`config.mk`:
```
export PLATFORM = sky130hd
export DESIGN_NAME = seq_detect_param
export DESIGN_NICKNAME = d
export VERILOG_FILES = /design/src/rtl/seq_detect_param.sv
export SDC_FILE = /design/constraint.sdc
export NUM_CORES = 1
export LEC_CHECK = 0
export ABC_AREA = 1
export BUFFER_PORTS_ARGS = -buffer_cell sky130_fd_sc_hd__buf_2
export CAP_MARGIN = 20
export CORE_UTILIZATION = 52
export DETAILED_ROUTE_END_ITERATION = 12
export PLACE_DENSITY = 0.76
export SLEW_MARGIN = 20
export SYNTH_ARGS = -nofsm -noshare
export SYNTH_HDL_FRONTEND = slang
export SYNTH_SLANG_ARGS = --single-unit
```
`constraint.sdc`:
```
create_clock -name clk -period 1.35 [get_ports clk]
set_input_delay 0.27 -clock clk [delete_from_list [all_inputs] [get_ports clk]]
set_output_delay 0.27 -clock clk [all_outputs]
set_load 0.05 [all_outputs]
```
`src/rtl/seq_detect_param.sv`:
```
// Serial pattern detector with a loadable N-bit pattern, overlapping or
// non-overlapping detection, and a saturating match counter.
module seq_detect_param #(
  parameter int unsigned N        = 4,
  parameter logic [N-1:0] INIT_PAT = 4'b1010,
  parameter bit          OVERLAP  = 1'b1,
  parameter int unsigned CNT_W    = 8
) (
  input  logic             clk,
  input  logic             rst,
  input  logic             en,
  input  logic             x,
  input  logic             load,
  input  logic [N-1:0]     pat_in,
  output logic             y,
  output logic [CNT_W-1:0] match_cnt,
  output logic             cnt_sat
);

  localparam int unsigned FILL_W = (N > 2) ? $clog2(N) : 1;
  localparam logic [FILL_W-1:0] FILL_MAX = FILL_W'(N - 1);

  logic [N-1:0]      r_pat;
  logic [N-2:0]      r_hist;
  logic [FILL_W-1:0] r_fill;
  logic [CNT_W-1:0]  r_cnt;
  logic              r_y;

  logic [N-1:0]      w_cand;
  logic              w_match;
  logic              w_cnt_max;

  assign w_cand    = {r_hist, x};
  assign w_match   = en && (r_fill == FILL_MAX) && (w_cand == r_pat);
  assign w_cnt_max = &r_cnt;

  always_ff @(posedge clk) begin
    if (!rst) begin
      r_pat  <= INIT_PAT;
      r_hist <= '0;
      r_fill <= '0;
      r_cnt  <= '0;
      r_y    <= 1'b0;
    end else if (load) begin
      r_pat  <= pat_in;
      r_hist <= '0;
      r_fill <= '0;
      r_cnt  <= '0;
      r_y    <= 1'b0;
    end else if (en) begin
      r_hist <= w_cand[N-2:0];
      r_y    <= w_match;
      // Non-overlapping mode restarts the fill count so the next match needs N fresh bits
      if (w_match && !OVERLAP) begin
        r_fill <= '0;
      end else if (r_fill != FILL_MAX) begin
        r_fill <= r_fill + 1'b1;
      end
      if (w_match && !w_cnt_max) begin
        r_cnt <= r_cnt + 1'b1;
      end
    end else begin
      r_y <= 1'b0;
    end
  end

  assign y         = r_y;
  assign match_cnt = r_cnt;
  assign cnt_sat   = w_cnt_max;

endmodule

```
==> results.py <==
metrics = {
    "critical_path": {
        "r2r_setup_slack_ps": -60,
        "r2r-start": "match_cnt[1]",
        "cp-end-kind": "output pin",
        "critPathBufInv": 3,
        "path_class": "reg2out",
        "r2r-end": "match_cnt[3]",
        "critPathMaxFanout": 2,
        "start_kind": "flip-flop",
        "arrival_ps": 1250,
        "reg2regPathDepth": 9,
        "cpMaxStageDelayCell": "dfxtp_4",
        "crit_family": "flip-flops",
        "critPathRequiredTime_ps": 1080,
        "cpPeakStageDelay_ps": 360,
        "cp_cell_sequence": "ha_4 -> nand2_2 -> inv_2 -> nand3_4 -> clkinvlp_4 -> buf_8",
    },
    "logic_synthesis": {
        "synthArstFlopShare": 0,
        "synth-seq-cells": 18,
        "synth-main-ff-cell": "dfxtp_1",
        "yosysSeqAreaShare": 0.3929,
        "synth_fp_nets": 139,
        "synth-edff-count": 0,
        "syn-cell-area_um2": 917.1,
        "yosysWarnings": 0,
        "synth_commonest_cells": "nand2_1, dfxtp_1, inv_1",
        "ys_types": 17,
        "syn_area_per_cell_um2": 7.165,
        "ys_top_cells_by_area": "dfxtp_1, nand2_1, a21oi_1",
        "yosys.area.top_type": "dfxtp_1",
        "synth.most_common_cell": "nand2_1",
        "netlist_instances": 128,
        "synth_top_area_frac": 0.3929,
    },
    "worst_hold_path": {
        "min-delay-start": "pat_in[1]",
        "hold_end": "r_pat[1]",
        "hold_depth": 3,
        "hp-class": "in2reg",
    },
    "routing": {
        "detailedRoute.firstIterationViolations": 25,
        "dr.pass1.iters": 8,
        "drc": 1,
        "vias": 979,
        "routed_wl_um": 2080,
        "vias_per_cell": 5.469,
        "antenna_left": 0,
        "wire_per_inst_um": 11.62,
    },
    "cells_and_area": {
        "nets": 175,
        "diodes": 0,
        "final_cells": 179,
        "drive_above_1_share": 0.4233,
        "final_core_util": 0.8040,
        "finish.instance_area_mm2": 0.001267,
        "area_growth_pct": 38.20,
    },
    "clock_network": {
        "cts-root-buf": "clkbuf_4",
        "clk_pin_slew_worst_paths_ps": 100,
        "cts.sinks": 18,
        "clk_path_buf_depth": 2,
        "htree_levels": 1,
        "cts_inserted_buffers": 3,
        "cts_tree": "done",
        "insertion_delay_ps": 290,
    },
    "floorplanning": {
        "die_area_mm2": 0.001936,
        "coreArea_mm2": 0.001577,
        "die_h_um": 44.00,
        "start_util": 0.5817,
        "fp.dieW_um": 44.00,
        "ioPinCount": 19,
        "fp-row-count": 14,
    },
    "placed_design": {
        "gp_congestion": 0.8343,
        "port_buffers": 18,
        "dp.cells": 167,
        "hpwl_um": 1462,
        "place_area_mm2": 0.001104,
    },
    "grt": {
        "antenna_found_initial": 0,
        "grt_usage": 0.2328,
        "grt_pass1_vias": 859,
        "grt_max_degree": 11,
        "grt_pass1_wl_um": 3277,
        "gr-total-overflow": 0,
    },
    "run": {
        "cap_viol_max_count": 0,
    },
    "power": {
        "totalPowerFinal_mw": 0.9443,
        "p_leak_nw": 0.5504,
        "peakVddDrop_mv": 0.6449,
        "powerDensity_mw_per_mm2": 745.0,
    },
    "outcome": {
        "violations": "design-rule violations, negative setup slack",
        "outcome": "finished, violations left",
    },
    "sta": {
        "finClkSkew_ps": 4.278,
        "slew_headroom": 0.7505,
        "fmaxAchievable_ghz": 0.6575,
        "hold_violations": 0,
        "worst_pin_slew_ps": 371.9,
        "setup_slack_ps": -171.0,
        "finalCriticalPeriod_ps": 1521,
        "slew_viol_final": 0,
        "setup_viol_count_final": 9,
        "finalCritPeriodShare": 1.127,
        "rsz0062_at_grt": "true",
    },
}
-- flip-flops by register name, indices dropped and copies added, names as in the netlist --
| signal | cells |
|---|---|
| r_hist | 3 |
| match_cnt | 8 |
| r_pat | 4 |
| r_fill | 2 |
| y | 1 |
-- metal layers --
| metal | GRT usage | up-vias | routed length, um |
|---|---|---|---|
| met5 | 0 | - | 0 |
| met1 | 0.2416 | 451 | 873 |
| met4 | 0.1818 | 0 | 63 |
| met3 | 0.03750 | 9 | 65 |
| li1 | - | 495 | - |
| met2 | 0.4119 | 24 | 1077 |
-- final cells by class --
| cell class | instances | area (um^2) |
|---|---|---|
| timing repair buffer | 31 | 201.4 |
| tap | 16 | 20.02 |
| multi-input combinational | 91 | 551.8 |
| clock buffer | 4 | 36.28 |
| inverter | 19 | 75.07 |
| fill | 118 | 309.0 |
| sequential | 18 | 382.9 |
-- worst max-delay path by stage --
stage / slack, ps / to / cells past startpoint / start
global placement: 50 / cnt_sat / 6 / match_cnt[1]
global route: -210 / cnt_sat / 6 / match_cnt[0]
floorplan: -50 / cnt_sat / 5 / match_cnt[1]
CTS: -180 / cnt_sat / 6 / match_cnt[0]
detailed placement: 30 / cnt_sat / 6 / match_cnt[1]
finish: -170 / cnt_sat / 6 / match_cnt[1]
-- layout by cell type, fill, tap and decap left out, types with 2 or more instances in the layout --
cell	Yosys	final
dfxtp_2	0	3
a21oi_1	16	9
nor2_4	3	3
buf_4	0	12
o21ai_1	2	2
nor2_1	8	8
dfxtp_1	18	10
clkbuf_4	0	3
nand3b_1	2	2
inv_1	17	15
nand2_1	31	22
o21ai_0	11	11
a21oi_2	0	7
dfxtp_4	0	5
nand2_2	1	9
nand3_1	4	4
buf_2	0	17
nand4_1	8	8
nand3_4	2	2
inv_2	1	2
-- logic make-up after synthesis --
group	share of synthesized area
AND/OR/NAND/NOR	0.3342
AO/OA/AOI/OAI	0.1583
buffers and inverters	0.07775
flip-flops	0.3929
adder cells (fa/ha/maj)	0.02728
XOR/XNOR	0.009552
-- power by group --
part	internal (mW)	switching, mW
Combinational	0.0273	0.0479
Clock	0.164	0.163
Sequential	0.535	0.00713
-- repair_timing --
item / in CTS / in global routing
endpoints found under the setup margin: 1 / 9
buffers inserted: 5 / 3
gates resized for setup: 4 / 17
pin swaps: 3 / 3
hold buffers: 0 / 0
-- through the flow --
stage                     setup WS (ps)  TNS [ps]  hold WS [ps]
after floorplan                  -50.32    -50.32         359.4
after global placement            51.36         0         453.0
after detailed placement          34.07         0         456.2
after CTS                        -175.5    -194.3         175.3
after global routing             -211.6     -1131         203.0
final                            -171.0    -564.4         180.9
-- worst reg2reg max path, cell delays in order (launching register included) --
cell and delay, ps:
dfxtp_4 370, ha_4 130, nand2_2 60, inv_2 80
nand3_4 80, buf_4 150, buf_6 130, nand3_4 150
nand2_2 70, a21oi_2 120
No activity file was read; power rests on OpenSTA's default activity.
